## src/rtl/xmit_traffic_gen_if.sv

```systemverilog
// xmit_traffic_gen_if
// Transmit-side bundle between the traffic generator and the downstream sink.
//
// Signals:
//   f_data_in          payload beat (DATA_W bits)
//   f_ctrl_in          control block {len, len} (2*LEN_W bits), first beat only
//   f_rec_data_valid   payload beat valid
//   f_rec_frame_valid  control block valid, first beat only
//   f_hi_priority      current frame belongs to channel 0
//   tx_ready           downstream accept; a beat transfers on valid && ready
//
// Modports:
//   master  the generator (drives the frame signals, samples tx_ready)
//   slave   the sink (samples the frame signals, drives tx_ready)
interface xmit_traffic_gen_if #(
    parameter int DATA_W = 8,
    parameter int LEN_W  = 12
) ();
    logic [DATA_W-1:0]  f_data_in;
    logic [2*LEN_W-1:0] f_ctrl_in;
    logic               f_rec_data_valid;
    logic               f_rec_frame_valid;
    logic               f_hi_priority;
    logic               tx_ready;

    modport master (
        output f_data_in,
        output f_ctrl_in,
        output f_rec_data_valid,
        output f_rec_frame_valid,
        output f_hi_priority,
        input  tx_ready
    );

    modport slave (
        input  f_data_in,
        input  f_ctrl_in,
        input  f_rec_data_valid,
        input  f_rec_frame_valid,
        input  f_hi_priority,
        output tx_ready
    );
endinterface

```

## src/rtl/xmit_traffic_gen.sv

```systemverilog
// xmit_traffic_gen
// Multi-channel frame traffic generator. A run is started with a start pulse,
// which latches the whole configuration. Frames are emitted on the tx bundle,
// channel by channel (round-robin or fixed), with an optional idle gap between
// frames, until the requested number of frames is sent or a stop is seen.
//
// Ports:
//   clk_sys          system clock (rising edge)
//   rst_n            asynchronous active-low reset
//   start / stop     run control pulses
//   cfg_mode         0 = round-robin over channels, 1 = fixed channel
//   cfg_fixed_ch     channel used in fixed mode
//   cfg_len          per-channel frame length in beats (channel c at slice c)
//   cfg_seed         per-channel initial payload seed (channel c at slice c)
//   cfg_incr         0 = constant payload per frame, 1 = seed + beat index
//   cfg_gap          idle cycles between frames
//   cfg_num_frames   frames per run, 0 = continuous
//   tx               transmit bundle (master side)
//   busy             run in progress
//   done             one-cycle pulse at end of run
//   frame_cnt        frames completed in the current or last run
module xmit_traffic_gen #(
    parameter int DATA_W = 8,
    parameter int LEN_W  = 12,
    parameter int NUM_CH = 2,
    parameter int CNT_W  = 16,
    localparam int CH_W  = (NUM_CH > 1) ? $clog2(NUM_CH) : 1
) (
    input  logic                     clk_sys,
    input  logic                     rst_n,
    input  logic                     start,
    input  logic                     stop,
    input  logic                     cfg_mode,
    input  logic [CH_W-1:0]          cfg_fixed_ch,
    input  logic [NUM_CH*LEN_W-1:0]  cfg_len,
    input  logic [NUM_CH*DATA_W-1:0] cfg_seed,
    input  logic                     cfg_incr,
    input  logic [7:0]               cfg_gap,
    input  logic [CNT_W-1:0]         cfg_num_frames,
    xmit_traffic_gen_if.master       tx,
    output logic                     busy,
    output logic                     done,
    output logic [CNT_W-1:0]         frame_cnt
);

    localparam logic [1:0] IDLE  = 2'd0;
    localparam logic [1:0] FIRST = 2'd1;
    localparam logic [1:0] DATA  = 2'd2;
    localparam logic [1:0] GAP   = 2'd3;

    logic [1:0]              state_q;
    logic [CH_W-1:0]         ch_q;
    logic                    mode_q;
    logic [CH_W-1:0]         fixed_ch_q;
    logic [NUM_CH*LEN_W-1:0] len_q;
    logic                    incr_q;
    logic [7:0]              gap_q;
    logic [CNT_W-1:0]        num_frames_q;
    logic [DATA_W-1:0]       seed_q [NUM_CH];
    logic [LEN_W-1:0]        beat_q;
    logic [7:0]              gap_cnt_q;
    logic [CNT_W-1:0]        frame_cnt_q;
    logic                    stop_seen_q;
    logic                    done_q;

    logic                    sel_mode;
    logic [CH_W-1:0]         sel_fixed;
    logic [NUM_CH*LEN_W-1:0] sel_lens;
    logic [CH_W-1:0]         sel_base;
    logic                    sel_found;
    logic [CH_W-1:0]         sel_ch;
    logic [LEN_W-1:0]        cur_len;
    logic                    xfer;
    logic                    last_beat;
    logic                    run_complete;

    // Channel selection. In IDLE the incoming configuration is used and the
    // search starts after the last channel, so channel 0 is tried first;
    // during a run the latched configuration is used, starting after the
    // current channel. The descending loop leaves the nearest nonzero
    // successor in sel_ch.
    always_comb begin
        sel_mode  = (state_q == IDLE) ? cfg_mode     : mode_q;
        sel_fixed = (state_q == IDLE) ? cfg_fixed_ch : fixed_ch_q;
        sel_lens  = (state_q == IDLE) ? cfg_len      : len_q;
        sel_base  = (state_q == IDLE) ? CH_W'(NUM_CH - 1) : ch_q;
        sel_found = 1'b0;
        sel_ch    = '0;
        if (sel_mode) begin
            if (int'(sel_fixed) < NUM_CH &&
                sel_lens[int'(sel_fixed)*LEN_W +: LEN_W] != '0) begin
                sel_found = 1'b1;
                sel_ch    = sel_fixed;
            end
        end else begin
            for (int k = NUM_CH; k >= 1; k--) begin
                if (sel_lens[((int'(sel_base) + k) % NUM_CH)*LEN_W +: LEN_W] != '0) begin
                    sel_found = 1'b1;
                    sel_ch    = CH_W'((int'(sel_base) + k) % NUM_CH);
                end
            end
        end
    end

    // A stop arriving on the final beat still ends the run after this frame.
    always_comb begin
        cur_len      = len_q[int'(ch_q)*LEN_W +: LEN_W];
        xfer         = (state_q == FIRST || state_q == DATA) && tx.tx_ready;
        last_beat    = (beat_q == cur_len - LEN_W'(1));
        run_complete = stop_seen_q || stop ||
                       (num_frames_q != '0 && (frame_cnt_q + CNT_W'(1)) == num_frames_q);
    end

    always_ff @(posedge clk_sys or negedge rst_n) begin
        if (!rst_n) begin
            state_q      <= IDLE;
            ch_q         <= '0;
            mode_q       <= 1'b0;
            fixed_ch_q   <= '0;
            len_q        <= '0;
            incr_q       <= 1'b0;
            gap_q        <= '0;
            num_frames_q <= '0;
            for (int c = 0; c < NUM_CH; c++) seed_q[c] <= '0;
            beat_q       <= '0;
            gap_cnt_q    <= '0;
            frame_cnt_q  <= '0;
            stop_seen_q  <= 1'b0;
            done_q       <= 1'b0;
        end else begin
            done_q <= 1'b0;
            case (state_q)
                IDLE: begin
                    if (start) begin
                        mode_q       <= cfg_mode;
                        fixed_ch_q   <= cfg_fixed_ch;
                        len_q        <= cfg_len;
                        incr_q       <= cfg_incr;
                        gap_q        <= cfg_gap;
                        num_frames_q <= cfg_num_frames;
                        for (int c = 0; c < NUM_CH; c++)
                            seed_q[c] <= cfg_seed[c*DATA_W +: DATA_W];
                        frame_cnt_q  <= '0;
                        beat_q       <= '0;
                        stop_seen_q  <= stop;
                        if (sel_found) begin
                            ch_q    <= sel_ch;
                            state_q <= FIRST;
                        end else begin
                            done_q  <= 1'b1;
                        end
                    end
                end
                FIRST, DATA: begin
                    if (stop) stop_seen_q <= 1'b1;
                    if (xfer) begin
                        if (last_beat) begin
                            beat_q       <= '0;
                            seed_q[ch_q] <= seed_q[ch_q] + DATA_W'(1);
                            frame_cnt_q  <= frame_cnt_q + CNT_W'(1);
                            if (run_complete) begin
                                state_q <= IDLE;
                                done_q  <= 1'b1;
                            end else begin
                                ch_q <= sel_ch;
                                if (gap_q == '0) begin
                                    state_q <= FIRST;
                                end else begin
                                    gap_cnt_q <= gap_q;
                                    state_q   <= GAP;
                                end
                            end
                        end else begin
                            beat_q  <= beat_q + LEN_W'(1);
                            state_q <= DATA;
                        end
                    end
                end
                GAP: begin
                    if (stop) begin
                        state_q <= IDLE;
                        done_q  <= 1'b1;
                    end else if (gap_cnt_q == 8'd1) begin
                        state_q <= FIRST;
                    end else begin
                        gap_cnt_q <= gap_cnt_q - 8'd1;
                    end
                end
                default: state_q <= IDLE;
            endcase
        end
    end

    // Outputs follow registered state only, so a stall holds them unchanged
    // and reset forces them to zero without waiting for a clock edge.
    always_comb begin
        tx.f_data_in         = '0;
        tx.f_ctrl_in         = '0;
        tx.f_rec_data_valid  = 1'b0;
        tx.f_rec_frame_valid = 1'b0;
        tx.f_hi_priority     = 1'b0;
        if (state_q == FIRST || state_q == DATA) begin
            tx.f_rec_data_valid = 1'b1;
            tx.f_hi_priority    = (ch_q == '0);
            tx.f_data_in        = seed_q[ch_q] + (incr_q ? DATA_W'(beat_q) : '0);
            if (state_q == FIRST) begin
                tx.f_rec_frame_valid = 1'b1;
                tx.f_ctrl_in         = {cur_len, cur_len};
            end
        end
    end

    assign busy      = (state_q != IDLE);
    assign done      = done_q;
    assign frame_cnt = frame_cnt_q;

endmodule

```

## src/flat_wrapper.sv

```systemverilog
// flat-port wrapper written by rule: the top's interface ports become plain ports
module xmit_traffic_gen_flat 
#(
    parameter int DATA_W = 8,
    parameter int LEN_W  = 12,
    parameter int NUM_CH = 2,
    parameter int CNT_W  = 16,
    localparam int CH_W  = (NUM_CH > 1) ? $clog2(NUM_CH) : 1
)
  (clk_sys, rst_n, start, stop, cfg_mode, cfg_fixed_ch, cfg_len, cfg_seed, cfg_incr, cfg_gap, cfg_num_frames, busy, done, frame_cnt, tx_f_data_in, tx_f_ctrl_in, tx_f_rec_data_valid, tx_f_rec_frame_valid, tx_f_hi_priority, tx_tx_ready);
  xmit_traffic_gen_if #(.DATA_W(DATA_W), .LEN_W(LEN_W)) tx_i ();
  input  logic clk_sys;
  input  logic rst_n;
  input  logic start;
  input  logic stop;
  input  logic cfg_mode;
  input  logic [CH_W-1:0] cfg_fixed_ch;
  input  logic [NUM_CH*LEN_W-1:0] cfg_len;
  input  logic [NUM_CH*DATA_W-1:0] cfg_seed;
  input  logic cfg_incr;
  input  logic [7:0] cfg_gap;
  input  logic [CNT_W-1:0] cfg_num_frames;
  output logic busy;
  output logic done;
  output logic [CNT_W-1:0] frame_cnt;
  output wire logic [$bits(tx_i.f_data_in)-1:0] tx_f_data_in;
  output wire logic [$bits(tx_i.f_ctrl_in)-1:0] tx_f_ctrl_in;
  output wire logic [$bits(tx_i.f_rec_data_valid)-1:0] tx_f_rec_data_valid;
  output wire logic [$bits(tx_i.f_rec_frame_valid)-1:0] tx_f_rec_frame_valid;
  output wire logic [$bits(tx_i.f_hi_priority)-1:0] tx_f_hi_priority;
  input wire logic [$bits(tx_i.tx_ready)-1:0] tx_tx_ready;
  assign tx_f_data_in = tx_i.f_data_in;
  assign tx_f_ctrl_in = tx_i.f_ctrl_in;
  assign tx_f_rec_data_valid = tx_i.f_rec_data_valid;
  assign tx_f_rec_frame_valid = tx_i.f_rec_frame_valid;
  assign tx_f_hi_priority = tx_i.f_hi_priority;
  assign tx_i.tx_ready = tx_tx_ready;
  xmit_traffic_gen #(.DATA_W(DATA_W), .LEN_W(LEN_W), .NUM_CH(NUM_CH), .CNT_W(CNT_W)) u_core (.clk_sys(clk_sys), .rst_n(rst_n), .start(start), .stop(stop), .cfg_mode(cfg_mode), .cfg_fixed_ch(cfg_fixed_ch), .cfg_len(cfg_len), .cfg_seed(cfg_seed), .cfg_incr(cfg_incr), .cfg_gap(cfg_gap), .cfg_num_frames(cfg_num_frames), .tx(tx_i), .busy(busy), .done(done), .frame_cnt(frame_cnt));
endmodule
```

## config.mk

```make
export PLATFORM = sky130hd
export DESIGN_NAME = xmit_traffic_gen_flat
export DESIGN_NICKNAME = d
export VERILOG_FILES = /design/src/rtl/xmit_traffic_gen_if.sv /design/src/rtl/xmit_traffic_gen.sv /design/src/flat_wrapper.sv
export SDC_FILE = /design/constraint.sdc
export NUM_CORES = 1
export LEC_CHECK = 0
export CAP_MARGIN = 5
export CORE_ASPECT_RATIO = 1.4
export CORE_MARGIN = 2
export CORE_UTILIZATION = 55
export CTS_CLUSTER_DIAMETER = 50
export DETAILED_ROUTE_END_ITERATION = 10
export PLACE_DENSITY = 0.83
export SYNTH_ARGS = -nofsm -noshare
export SYNTH_HDL_FRONTEND = slang
export SYNTH_SLANG_ARGS = --single-unit
```

## constraint.sdc

```tcl
create_clock -name clk_sys -period 5.96 [get_ports clk_sys]
set_input_delay 1.192 -clock clk_sys [delete_from_list [all_inputs] [get_ports clk_sys]]
set_output_delay 1.192 -clock clk_sys [all_outputs]
set_load 0.01 [all_outputs]
```

==> impl_metrics.env <==
export IMPL_outcome="finished, final reports clean"
export IMPL_fin_nets=968
export IMPL_synth_xor_area_share_pct=7.258
export IMPL_slew_viol_final=0
export IMPL_num_antenna_cells=0
export IMPL_drcViolationCount=0
export IMPL_cts_resized=0
export IMPL_rrSetupSlack_ns=1.51
export IMPL_peakVddDrop_uv=266.8
export IMPL_drive_gt1_share_pct=10.76
export IMPL_hpwl_mm=14.16
export IMPL_crit_start="u_core.ch_q"
export IMPL_synthAdderAreaFrac_pct=3.041
export IMPL_wirelength_mm=18.95
export IMPL_cts_buffers_inserted=9
export IMPL_port_buffer_count=124
export IMPL_multiInputGateArea_um2=4199
export IMPL_hp_class="register to register"
export IMPL_core_um2=12870
export IMPL_clock_skew_ns=0.008679
export IMPL_yosys_warnings=0
export IMPL_ys_seq_area_share_pct=37.33
export IMPL_vias=6555
export IMPL_rows=49
export IMPL_rsz0062_at_grt="false"
export IMPL_tightest_slew_ns=0.8900
export IMPL_fmax_mhz=208.7
export IMPL_grtUsageTotal_pct=27.46
export IMPL_critPathLaunchType="register"
export IMPL_cts_tree="done"
export IMPL_critical_path_class="register to output port"
export IMPL_clk_pin_slew_ns=0.07
export IMPL_grt_overflow_total=0
export IMPL_synth_seq_cells=108
export IMPL_syn_nets=880
export IMPL_wl_per_cell_um=18.29
export IMPL_fin_crit_sh_pct=80.40
export IMPL_r2r_start="u_core.ch_q"
export IMPL_regArea_um2=2703
export IMPL_antenna_left=0
export IMPL_netlist_area_leader_share_pct=37.33
export IMPL_grt_antenna_before_repair=0
export IMPL_hold_end="u_core.seed_q[7]"
export IMPL_synth_top_family_by_area="simple AND/OR/NAND/NOR gates"
export IMPL_synthMuxAreaShare_pct=12.22
export IMPL_synthArstFlopShare_pct=100.0
export IMPL_avgSynthCellArea_um2=9.154
export IMPL_grt_pass1_vias=6545
export IMPL_ff2ff_path_depth=12
export IMPL_critPathSlowestCell="dfrtp_1"
export IMPL_drt_initial_drc_count=378
export IMPL_die_w_um=101.0
export IMPL_final_cell_mix="123 x clkdlybuf4s50_1, 108 x dfrtp_1, 71 x nor2_1"
export IMPL_syn2layout_area_growth_pct=20.72
export IMPL_synth_ff_type="dfrtp_1"
export IMPL_viasPerCell=6.327
export IMPL_hold_violations=0
export IMPL_grt_pass1_wl_mm=31.08
export IMPL_synthTopCellsByArea="dfrtp_1 37%, mux2_2 9.2%, xnor2_1 4.4%"
export IMPL_synth_edf_count=0
export IMPL_hold_depth=1
export IMPL_numClockSinks=108
export IMPL_post_cts_buffers=0
export IMPL_cts_root_buffer="clkbuf_16"
export IMPL_post_route_min_period_ns=4.792
export IMPL_powerDensity_nw_per_um2=509.9
export IMPL_synthesis_area_um2=7241
export IMPL_fillCellCount=1040
export IMPL_worstHoldStart="u_core.seed_q[7]"
export IMPL_synth_distinct_cells=68
export IMPL_setup_viol=0
export IMPL_h_tree_depth=3
export IMPL_cpMostUsedCell="a21oi_1"
export IMPL_reg2reg_to="u_core.frame_cnt[15]"
export IMPL_start_util_pct=56.24
export IMPL_p_leak_nw=3.440
export IMPL_dp_cells=1021
export IMPL_holdWs_ns=0.5012
export IMPL_synth_top_area_cell="dfrtp_1"
export IMPL_grt_max_degree=72
export IMPL_critical_path_max_stage_delay_ns=0.64
export IMPL_synth_compound_area_share_pct=14.57
export IMPL_cp_data_arrival_time_ns=3.60
export IMPL_drtPass1Iterations=5
export IMPL_hold_buffers=0
export IMPL_stdcell_count=1036
export IMPL_finalSetupTns_ns=0
export IMPL_crit_path_max_fanout=24
export IMPL_syn_instance_count=791
export IMPL_cp_end_kind="output port"
export IMPL_cp_required_ns=4.77
export IMPL_die_h_um=139.8
export IMPL_slew_headroom_pct=40.66
export IMPL_yosys_area_share_simple_pct=20.87
export IMPL_final_common_cell="clkdlybuf4s50_1"
export IMPL_finalWeightedCongestion=0.9345
export IMPL_clock_latency_ns=0.35
export IMPL_ioPinCount=125
export IMPL_die_area_um2=14110
export IMPL_max_cap_viol_count=0
export IMPL_path_cells="o21ai_0, ha_1, a21o_1, a21oi_1, o21bai_1, a21oi_1, o21bai_1, a21oi_1, xnor2_1, nor2_1, clkdlybuf4s50_1"
export IMPL_cts_max_path_buffers=2
==> logic make-up (layout without fill, tap and decap cells) <==
logic type,count (synthesis),after routing
AOI/OAI and AO/OA,148,148
xor gates and xnor gates,60,60
adders and majority gates,17,17
buffers and inverters,74,166
DFF,108,108
muxes,81,81
and+or+nand+nor,303,303
==> cell type report <==
| class | count | area share, % |
|---|---|---|
| Tap cell | 153 | 2.190 |
| Multi-Input combinational cell | 609 | 48.04 |
| Inverter | 20 | 0.8589 |
| Clock inverter | 4 | 0.5583 |
| Timing Repair Buffer | 131 | 14.77 |
| Clock buffer | 11 | 2.662 |
| Sequential cell | 108 | 30.92 |
==> how the worst max path moves through the flow <==
stage	end	slack [ns]	depth (start not counted)
floorplan	tx_f_data_in[7]	2.06	13
global placement	tx_f_data_in[7]	1.57	11
detailed placement	tx_f_data_in[7]	1.55	11
CTS	tx_f_data_in[7]	1.17	11
global route	tx_f_data_in[7]	0.81	11
finish	tx_f_data_in[7]	1.17	11
==> flip-flops by register name (all words and copies together), names as in the netlist, 2 cells and up <==
register             flops
u_core.state_q           2
u_core.num_frames_q     16
u_core.seed_q           16
u_core.beat_q           12
u_core.len_q            24
u_core.gap_q             8
u_core.frame_cnt        16
u_core.gap_cnt_q         8
==> cell usage after synthesis, types with 9 or more instances <==
master / instances
and2_1: 11
nor3b_1: 9
mux2i_1: 22
a21o_1: 9
clkbuf_1: 28
nor2_1: 71
nor4_1: 18
nand2b_1: 10
nor3_1: 17
buf_4: 12
ha_1: 16
o21ai_0: 30
nand4_1: 25
nand2_1: 68
xor2_1: 24
nand3_1: 41
o31ai_1: 9
buf_2: 9
dfrtp_1: 108
xnor2_1: 36
mux2_2: 59
inv_1: 18
a21oi_1: 23
and3_1: 9
==> worst max-delay path: cells and delay by family (launching register included) <==
| kind | cells | cell delay, ns |
|---|---|---|
| compound gates | 7 | 1.56 |
| flops | 1 | 0.64 |
| buf+inv | 1 | 0.55 |
| fa+ha+maj | 1 | 0.34 |
| xor+xnor | 1 | 0.09 |
| simple gates | 1 | 0.08 |
==> routing by layer <==
| layer | GRT usage [%] | share of wire, % |
|---|---|---|
| met5 | 0 | 0 |
| met4 | 14.22 | 4.5 |
| met3 | 3.968 | 6.1 |
| met2 | 47.58 | 51 |
| met1 | 32.54 | 38 |
==> stage by stage <==
step / power, mW / worst slack [ns] / utilization (%) / cell area, µm²
2_1_floorplan: 3.052 / 2.064 / - / 7241
4_1_cts: 4.440 / 1.167 / 67.89 / 8741
3_5_place_dp: 3.846 / 1.547 / 65.70 / 8459
3_3_place_gp: 3.787 / 1.573 / 65.70 / 8459
6_report: 4.457 / 1.168 / 67.89 / 8741
5_1_grt: 4.778 / 0.8149 / 67.89 / 8741
==> where the power goes <==
part	switching, mW	leakage (nW)	total (mW)	internal, mW
clock network	0.262	0.140	0.586	0.324
registers	0.413	1.28	1.45	1.03
logic	1.26	2.02	2.42	1.16
total	1.94	3.44	4.46	2.52
(Power assumes the default switching activity.)
